===== config.mk =====
export PLATFORM = sky130hd
export DESIGN_NAME = axis_rx_packer_8to64
export DESIGN_NICKNAME = d
export VERILOG_FILES = /design/src/rtl/axis_rx_packer_8to64.sv
export SDC_FILE = /design/constraint.sdc
export NUM_CORES = 1
export LEC_CHECK = 0
export ABC_AREA = 1
export CAP_MARGIN = 20
export CORE_MARGIN = 5
export CORE_UTILIZATION = 50
export CTS_CLUSTER_SIZE = 14
export DETAILED_ROUTE_END_ITERATION = 8
export GPL_TIMING_DRIVEN = 0
export PLACE_DENSITY = 0.76
export SETUP_SLACK_MARGIN = 0.05
export SLEW_MARGIN = 40
export SYNTH_ARGS = -nofsm -noshare
export SYNTH_HDL_FRONTEND = slang
export SYNTH_SLANG_ARGS = --single-unit

===== constraint.sdc =====
create_clock -name clk -period 2.1 [get_ports clk]
set_clock_uncertainty 0.05 [all_clocks]
set_input_delay 0.42 -clock clk [delete_from_list [all_inputs] [get_ports clk]]
set_output_delay 0.42 -clock clk [all_outputs]
set_load 0.01 [all_outputs]

===== src/rtl/axis_rx_packer_8to64.sv =====
// axis_rx_packer_8to64
// Packs the 8-bit AXI4-Stream RX byte stream of a 1G port into 64-bit beats.
// Byte lane 0 ([7:0]) holds the first byte of each beat. A beat closes after
// 8 accepted bytes or on the tlast byte. A bad-frame flag travels as tuser[0]
// on the last beat of the frame.
//
// Optional feature: define AXIS_RX_PACKER_STATS_EN to add saturating
// frame_count / err_frame_count outputs. The datapath is the same either way.
//
// Ports
//   clk, reset          stream clock, synchronous active-high reset
//   s_axis_*            8-bit input stream (tdata, tstrb, tvalid, tready, tlast, err_tvalid)
//   m_axis_*            64-bit output stream (tdata, tstrb, tvalid, tready, tlast, tuser)
//   frame_count         accepted frames, saturating (STATS_EN only)
//   err_frame_count     accepted bad frames, saturating (STATS_EN only)
module axis_rx_packer_8to64 #(
  parameter int unsigned C_S_AXIS_DATA_WIDTH = 8,
  parameter int unsigned C_M_AXIS_DATA_WIDTH = 64
) (
  input  logic                             clk,
  input  logic                             reset,
  input  logic [C_S_AXIS_DATA_WIDTH-1:0]   s_axis_tdata,
  input  logic                             s_axis_tstrb,
  input  logic                             s_axis_tvalid,
  output logic                             s_axis_tready,
  input  logic                             s_axis_tlast,
  input  logic                             s_axis_err_tvalid,
  output logic [C_M_AXIS_DATA_WIDTH-1:0]   m_axis_tdata,
  output logic [C_M_AXIS_DATA_WIDTH/8-1:0] m_axis_tstrb,
  output logic                             m_axis_tvalid,
  input  logic                             m_axis_tready,
  output logic                             m_axis_tlast,
  output logic                             m_axis_tuser
`ifdef AXIS_RX_PACKER_STATS_EN
  ,
  output logic [31:0]                      frame_count,
  output logic [31:0]                      err_frame_count
`endif
);

  localparam int unsigned LANES  = C_M_AXIS_DATA_WIDTH / C_S_AXIS_DATA_WIDTH;
  localparam int unsigned IDX_W  = $clog2(LANES);
  localparam int unsigned STRB_W = C_M_AXIS_DATA_WIDTH / 8;

  // Accumulator and output register
  logic [C_M_AXIS_DATA_WIDTH-1:0] r_acc_data;
  logic [STRB_W-1:0]              r_acc_strb;
  logic [IDX_W-1:0]               r_idx;
  logic [C_M_AXIS_DATA_WIDTH-1:0] r_out_data;
  logic [STRB_W-1:0]              r_out_strb;
  logic                           r_out_valid;
  logic                           r_out_last;
  logic                           r_out_user;

  logic                           w_out_free;
  logic                           w_last_lane;
  logic                           w_accept;
  logic                           w_close;
  logic [C_M_AXIS_DATA_WIDTH-1:0] w_acc_data_nxt;
  logic [STRB_W-1:0]              w_acc_strb_nxt;

  assign w_last_lane = (r_idx == IDX_W'(LANES - 1));
  assign w_out_free  = ~r_out_valid | m_axis_tready;
  // Only a closing byte needs the output register; all others are always taken.
  assign s_axis_tready = w_out_free | (~w_last_lane & ~s_axis_tlast);
  assign w_accept      = s_axis_tvalid & s_axis_tready;
  assign w_close       = w_accept & (w_last_lane | s_axis_tlast);

  // Accumulator with the current byte merged into lane r_idx (tstrb=0 writes nothing)
  always_comb begin
    w_acc_data_nxt = r_acc_data;
    w_acc_strb_nxt = r_acc_strb;
    if (s_axis_tstrb) begin
      w_acc_data_nxt[int'(r_idx)*C_S_AXIS_DATA_WIDTH +: C_S_AXIS_DATA_WIDTH] = s_axis_tdata;
      w_acc_strb_nxt[r_idx] = 1'b1;
    end
  end

  // Packing datapath and output register
  always_ff @(posedge clk) begin
    if (reset) begin
      r_acc_data  <= '0;
      r_acc_strb  <= '0;
      r_idx       <= '0;
      r_out_data  <= '0;
      r_out_strb  <= '0;
      r_out_valid <= 1'b0;
      r_out_last  <= 1'b0;
      r_out_user  <= 1'b0;
    end else if (w_close) begin
      // Close implies the output register is free (empty or draining this cycle).
      r_out_data  <= w_acc_data_nxt;
      r_out_strb  <= w_acc_strb_nxt;
      r_out_valid <= 1'b1;
      r_out_last  <= s_axis_tlast;
      r_out_user  <= s_axis_tlast & s_axis_err_tvalid;
      r_acc_data  <= '0;
      r_acc_strb  <= '0;
      r_idx       <= '0;
    end else begin
      if (w_accept) begin
        r_acc_data <= w_acc_data_nxt;
        r_acc_strb <= w_acc_strb_nxt;
        r_idx      <= r_idx + IDX_W'(1);
      end
      if (m_axis_tready) begin
        r_out_valid <= 1'b0;
        r_out_last  <= 1'b0;
        r_out_user  <= 1'b0;
      end
    end
  end

  assign m_axis_tdata  = r_out_data;
  assign m_axis_tstrb  = r_out_strb;
  assign m_axis_tvalid = r_out_valid;
  assign m_axis_tlast  = r_out_last;
  assign m_axis_tuser  = r_out_user;

`ifdef AXIS_RX_PACKER_STATS_EN
  logic [31:0] r_frame_count;
  logic [31:0] r_err_frame_count;
  logic        w_frame_end;

  assign w_frame_end = w_accept & s_axis_tlast;

  // Saturating frame statistics
  always_ff @(posedge clk) begin
    if (reset) begin
      r_frame_count     <= '0;
      r_err_frame_count <= '0;
    end else if (w_frame_end) begin
      if (r_frame_count != '1) begin
        r_frame_count <= r_frame_count + 32'd1;
      end
      if (s_axis_err_tvalid && (r_err_frame_count != '1)) begin
        r_err_frame_count <= r_err_frame_count + 32'd1;
      end
    end
  end

  assign frame_count     = r_frame_count;
  assign err_frame_count = r_err_frame_count;
`endif

endmodule

Yosys cells after proc, flatten, opt, wreduce, memory -nomap -nowiden
Cells that the tools add are included.
- flip-flop bits (word level): 150
- muxes and demuxes: 9
- $add $sub $neg: 2
- bitwise operators: 11
- reductions and logical operators: 3
- shift operators: 2
- $lt $le $gt $ge: 2
- eq/ne operators: 1
- operators with widths (cell ; number):
    bitwise mux 64 bit ; 1
    2-to-1 mux 64 bit ; 1
    variable shift 8 x 34 -> 64 bit, first input constant ; 1
    variable part select 8 x 34 -> 64 bit ; 1
    negator 6 -> 34 bit ; 1
    2-to-1 mux 8 bit ; 1
    bitwise OR 8 bit ; 1
    2-to-1 mux 1 bit ; 5
    bitwise AND 1 bit ; 4
    less-than comparator 3 x 4 -> 1 bit, second input constant ; 1
    adder 3 x 1 -> 3 bit, second input constant ; 1
    demux 1 bit (select 3 bit) ; 1
    == test 3 bit, second input constant ; 1
    >= comparator 3 x 1 -> 1 bit, second input constant ; 1
    NOT 1 bit ; 3
    bitwise OR 1 bit ; 3
    nonzero test 2 bit ; 1
    OR reduction 2 bit ; 1
    logical AND 1 bit ; 1

Logic depth before layout (Yosys ltp)
Gate-level depths: netlist of the first run.
- depth in word-level cells: 7
- mapped depth: 13
- depth with buffers taken out: 11

Worst setup path before layout of the first run
Ideal clock, no wire load.
- path kind: register to register
- from: register r_idx[0]
- to: register r_out_data[16], in the netlist m_axis_tdata[16]
- required time: 1.941 ns
- period minus slack after synthesis: 2.029 ns
- setup slack: 0.071 ns
- buffers on the path: 0
- cell stages (with the launch flop): 12
- data arrival time: 1.870 ns
- cells stage by stage: dfxtp_1 inv_2 ha_1 ha_1 nor2_4 nand2_2 nor2_4 nand2_1 nand2_1 nand3_1 nand2_1 inv_1
- longest elaborated chain between the ends: 6
- ends and longest elaborated chain (what ; line ; source):
    from (decl) ; 48 ; logic [IDX_W-1:0] r_idx;
    from (signal assigned) ; 104 ; r_idx <= r_idx + IDX_W'(1);
    branches (longest 6 deep; another with negator 6 -> 34 bit) ; - ;
    to (signal assigned) ; 92 ; r_out_data <= w_acc_data_nxt;
    to (decl) ; 49 ; logic [C_M_AXIS_DATA_WIDTH-1:0] r_out_data;
Several ways; the timed one is not identified.
A chain may end at the register's enable or synchronous reset.

Worst setup path in the final report of the first run
- from: register r_idx[0]
- to: output s_axis_tready
- longest elaborated chain between the ends: 4
- ends and longest elaborated chain (what ; line ; source):
    == test 3 bit ; 62 ; assign w_last_lane = (r_idx == IDX_W'(LANES - 1));
    NOT 1 bit ; 65 ; assign s_axis_tready = w_out_free | (~w_last_lane & ~s_axis_tlast);
    bitwise AND 1 bit ; 65 ;
    bitwise OR 1 bit ; 65 ;
    to (decl) ; 25 ; output logic s_axis_tready,
Every way passes these cells.

==> metrics.cfg, run 1 <==
[detailed_routing]
ant_nets = 0
drt_first_pass_iters = 5
avgViaCountPerCell = 5.06
drc = 0
drt_wl_total_um = 19800
via_count = 7113
drt_iter0_drc = 660
wl_per_cell_um = 14.1

[worst_hold_path]
min_from = r_acc_strb[4]$_SDFFE_PP0P_
hold_class = flop to flop
min_path_cells = 2
hold_path_end = r_acc_strb[4]$_SDFFE_PP0P_

[setup_path]
crit_fanout = 4
end_kind = output pin
arrival_ps = 1550
rr_worst_depth = 12
r2r_setup_slack_ps = 80
start_kind = flop
r2r-start = r_idx[0]$_SDFFE_PP0P_
cp.required_ps = 1630
path_class = flop to output pin
rr_endpoint = r_acc_data[16]$_SDFFE_PP0P_

[synthesis]
syn_area_um2 = 6990
ys_ff_latch = 150
synth_area_per_cell_um2 = 6.45
yosysUniqueCellTypes = 28
syn_inst = 1083
ys_seq_area_share_pct = 43.0
synth_nets = 1103
yosysWarnings = 0

[global_routing]
grt-ovfl-total = 0
track_usage_pct = 23.6
grt_pass1_wl_um = 31100
grt_antenna_before_repair = 0
first_global_vias = 6523
grt_max_degree = 17

[pwr]
ir_worst_vdd_mv = 0.531
cellLeakagePower_nw = 4.85
p_total_mw = 7.30
power.density_nw_per_um2 = 779

[timing]
finalSetupViolations = 0
finalWorstSetupSlack_ps = 78.7
rsz0062_at_grt = yes
fmax_mhz = 495
hold_viol = 0
final_max_slew_viol_count = 0
fin_crit_sh_pct = 96.3
slew_headroom_pct = 63.0
worstMarginPinSlew_ps = 552
fin_crit_ps = 2020
finalSetupTns_ps = 0

[floorplan]
start_util_pct = 50.7
rows = 43
die_area_um2 = 16400
design.core.area_um2 = 13800
die_x_um = 128
io_pins = 91
die_h_um = 128

[clocking]
clk_pin_slew_worst_paths_ps = 60
htree_num_levels = 4
numCtsBuffers = 17
cts_num_sinks = 150
clockRootBuffer = clkbuf_16
clkLatencyLatePin_ps = 430
cts_tree = yes
clk_path_buf_depth = 2
hold_buffers = 0

[layout]
area_delta_synth_final_pct = 34.2
fill_cells = 1164
regArea_um2 = 3010
final_common_cell = nand2_1
diodes = 0
drive_above_1_share_pct = 13.7
multiInputGateArea_um2 = 3600
final_cell_mix = nand2_1, nor2_1, dfxtp_1
finalNonFillerCells = 1406
nNetsFinal = 1235
stdcell_area_um2 = 9380

[run]
cap_violations = 0

[status]
outcome = finished clean

[place]
gp_congestion = 0.949
place_area_um2 = 8110
dp_cells = 1353
pre_cts_ws_ps = -532
hpwl_um = 13500
portBuffers = 90

where the power goes:
group	total (mW)	internal (mW)	switching [mW]
Clock	3.21	2.06	1.15
Combinational	1.05	0.422	0.624
Sequential	3.04	2.97	0.0701
what timing repair did:
item	4_1_cts	5_1_grt
hold endpoints to repair	0	0
gates resized for setup	52	92
gates cloned	1	1
setup endpoints to repair	147	147
buffers inserted	10	11
pin swaps	6	18
worst max-delay path, cell delays in order (launching register included):
cell and delay (ps):
dfxtp_4 370, ha_1 200, ha_1 180, inv_1 80, nand2_2 90, nand3_2 90
buf_6 100
final cells by class:
class	count	area share (%)
plain buffers	48	3.54
clock buffers	21	5.02
clock inverters	9	1.60
inverters	117	4.92
multi-input cells	768	38.4
flip-flops and latches	150	32.1
well taps	180	2.40
repair buffers	113	12.1
worst max path at each step:
stage / start / to / slack, ps
2_1_floorplan: r_idx[0]$_SDFFE_PP0P_ / m_axis_tdata[16]$_SDFFE_PP0P_ / 70
3_3_place_gp: s_axis_tlast / m_axis_tdata[62]$_SDFFE_PP0P_ / -490
3_5_place_dp: s_axis_tlast / m_axis_tdata[60]$_SDFFE_PP0P_ / -530
4_1_cts: r_idx[0]$_SDFFE_PP0P_ / r_acc_data[51]$_SDFFE_PP0P_ / 30
5_1_grt: r_idx[1]$_SDFFE_PP0P_ / r_acc_data[16]$_SDFFE_PP0P_ / -10
6_report: r_idx[0]$_SDFFE_PP0P_ / s_axis_tready / 80
registers in the layout, indices dropped and copies added, names as in the netlist:
name           count
m_axis_tdata      64
m_axis_tlast       1
m_axis_tstrb       8
m_axis_tuser       1
m_axis_tvalid      1
r_acc_data        64
r_acc_strb         8
r_idx              3
synthesized netlist by cell type (all sizes together):
cell type | number | area, um^2
nand2 | 409 | 1550
nand4 | 3 | 18.8
buf | 26 | 145
nor3 | 4 | 47.5
a21oi | 18 | 105
nor2 | 168 | 666
nand3b | 1 | 7.51
clkbuf | 22 | 82.6
nand3 | 132 | 676
dfxtp | 150 | 3000
o21ai | 8 | 40.0
clkinv | 2 | 7.51
o21a | 20 | 150
ha | 5 | 62.6
inv | 115 | 432
metal layers:
metal | vias up | GRT usage, % | routed length (um)
met5 | - | 0 | 0
met4 | 0 | 12.1 | 667
met3 | 68 | 5.46 | 1340
met2 | 263 | 38.1 | 9380
met1 | 3198 | 29.4 | 8410
li1 | 3584 | - | -
kinds of logic after synthesis:
logic type / Yosys count / share of synthesized area [%]
simple gates: 717 / 42.4
buf+inv: 165 / 9.54
flops: 150 / 43.0
compound gates: 46 / 4.23
fa+ha+maj: 5 / 0.895
per-stage QoR:
step | util, % | hold WS (ps)
2_1_floorplan | - | 377
3_3_place_gp | 58.9 | 383
3_5_place_dp | 58.9 | 388
4_1_cts | 65.1 | 399
5_1_grt | 68.1 | 410
6_report | 68.1 | 399
No activity file was read; power rests on OpenSTA's default activity.
==> run 2, diff against run 1 <==
--- a/config.mk
+++ b/config.mk
@@ -7,12 +7,14 @@
 export LEC_CHECK = 0
 export ABC_AREA = 1
 export CAP_MARGIN = 20
+export CELL_PAD_IN_SITES_DETAIL_PLACEMENT = 0
+export CELL_PAD_IN_SITES_GLOBAL_PLACEMENT = 2
 export CORE_MARGIN = 5
-export CORE_UTILIZATION = 50
+export CORE_UTILIZATION = 27
 export CTS_CLUSTER_SIZE = 14
 export DETAILED_ROUTE_END_ITERATION = 8
-export GPL_TIMING_DRIVEN = 0
-export PLACE_DENSITY = 0.76
+export HOLD_SLACK_MARGIN = 0.08
+export PLACE_DENSITY_LB_ADDON = 0.1
 export SETUP_SLACK_MARGIN = 0.05
 export SLEW_MARGIN = 40
 export SYNTH_ARGS = -nofsm -noshare
==> metrics.cfg, run 2 (synthesis gave the netlist of run 1 again) <==
[status]
outcome = finished clean

[setup_path]
crit_fanout = 2
path_class = flop to output pin
cp.required_ps = 1630
end_kind = output pin
start_kind = flop
r2r_setup_slack_ps = 180
arrival_ps = 1500

[layout]
diodes = 0
final_common_cell = nand2_1
fill_cells = 2728
nNetsFinal = 1239
area_delta_synth_final_pct = 36.2
final_cell_mix = nand2_1, nor2_1, dfxtp_1
drive_above_1_share_pct = 11.7

[detailed_routing]
drt_iter0_drc = 297
drt_first_pass_iters = 4
via_count = 6662
drt_wl_total_um = 21600
drc = 0
avgViaCountPerCell = 4.27
wl_per_cell_um = 13.8
ant_nets = 0

[global_routing]
first_global_vias = 6448
grt-ovfl-total = 0
grt_pass1_wl_um = 34500
grt_max_degree = 64
track_usage_pct = 14.9
grt_antenna_before_repair = 0

[timing]
rsz0062_at_grt = yes
fin_crit_ps = 1970
hold_viol = 0
finalSetupViolations = 0
fmax_mhz = 508
final_max_slew_viol_count = 0
fin_crit_sh_pct = 93.7
finalSetupTns_ps = 0
worstMarginPinSlew_ps = 416
slew_headroom_pct = 72.2
whs_ps = 398
finalWorstSetupSlack_ps = 132

[floorplan]
start_util_pct = 27.6
rows = 58
die_area_um2 = 29200
design.core.area_um2 = 25300
die_h_um = 171
die_x_um = 171
io_pins = 91

[run]
cap_violations = 0

[clocking]
numCtsBuffers = 17
htree_num_levels = 4
clk_pin_slew_worst_paths_ps = 60
clkLatencyLatePin_ps = 420
clockRootBuffer = clkbuf_16
clk_path_buf_depth = 2
cts_tree = yes
hold_buffers = 0
cts_num_sinks = 150

[worst_hold_path]
hold_class = flop to flop

[place]
hpwl_um = 15300
portBuffers = 90
gp_congestion = 0.773
pre_cts_ws_ps = -5.90

[pwr]
power.density_nw_per_um2 = 786
cellLeakagePower_nw = 4.87
ir_worst_vdd_mv = 0.374

==> run 2: changes by cell type in the layout (fill, tap and decap cells not counted), sizes merged <==
cell	previous run	this run
clkbuf	46	23
bufinv	4	5
inv	115	116
buf	47	74
==> run 2: metrics by stage <==
stage	power [mW]	cells	utilization (%)	cell area, um^2
2_1_floorplan	3.68	1083	-	6990
5_1_grt	7.87	1562	37.6	9520
4_1_cts	7.57	1559	37.1	9400
3_5_place_dp	4.11	1527	34.6	8750
3_3_place_gp	4.10	1527	34.6	8750
6_report	7.48	1562	37.6	9520
==> run 2: layout make-up <==
class	count	area [um^2]	area share, %
clock buffer	21	450	4.73
timing repair buffer	165	1630	17.2
multi-input combinational	768	3370	35.4
sequential	150	3010	31.6
tap	330	413	4.34
inverter	117	448	4.71
clock inverter	11	196	2.06
==> run 2: layer usage <==
layer / GRT usage, % / part of all wire (%)
met2: 24.8 / 47
met1: 20.2 / 50
met3: 2.80 / 2.9
met5: 0 / 0
met4: 3.51 / 0.52
==> run 2: critical path: stages (launching register included) <==
cell and delay, ps:
dfxtp_2 320, buf_4 130, ha_2 160, ha_2 180
inv_2 60, nand2_2 60, nand3_2 80, buf_6 100
==> run 2: power by group <==
part	total (mW)	internal, mW	switching, mW	leakage (nW)
clock network	3.42	2.15	1.27	0.308
registers	3.04	2.97	0.0612	1.22
logic	1.03	0.434	0.595	3.34
total	7.48	5.56	1.92	4.87
==> run 2: timing repair <==
action,in CTS,in global routing
pin swaps,0,2
cloned,0,2
setup endpoints to repair,15,126
hold endpoints to repair,0,0
gates resized for setup,6,19
setup buffers,0,1
==> run 2: worst paths after layout <==
check,cells after the start,endpoint,start
worst min register to register,2,r_acc_strb[4]$_SDFFE_PP0P_,r_acc_strb[4]$_SDFFE_PP0P_
worst min-delay path,2,r_acc_strb[4]$_SDFFE_PP0P_,r_acc_strb[4]$_SDFFE_PP0P_
worst max-delay path,7,s_axis_tready,r_idx[1]$_SDFFE_PP0P_
worst max register to register,10,m_axis_tdata[53]$_SDFFE_PP0P_,r_idx[0]$_SDFFE_PP0P_
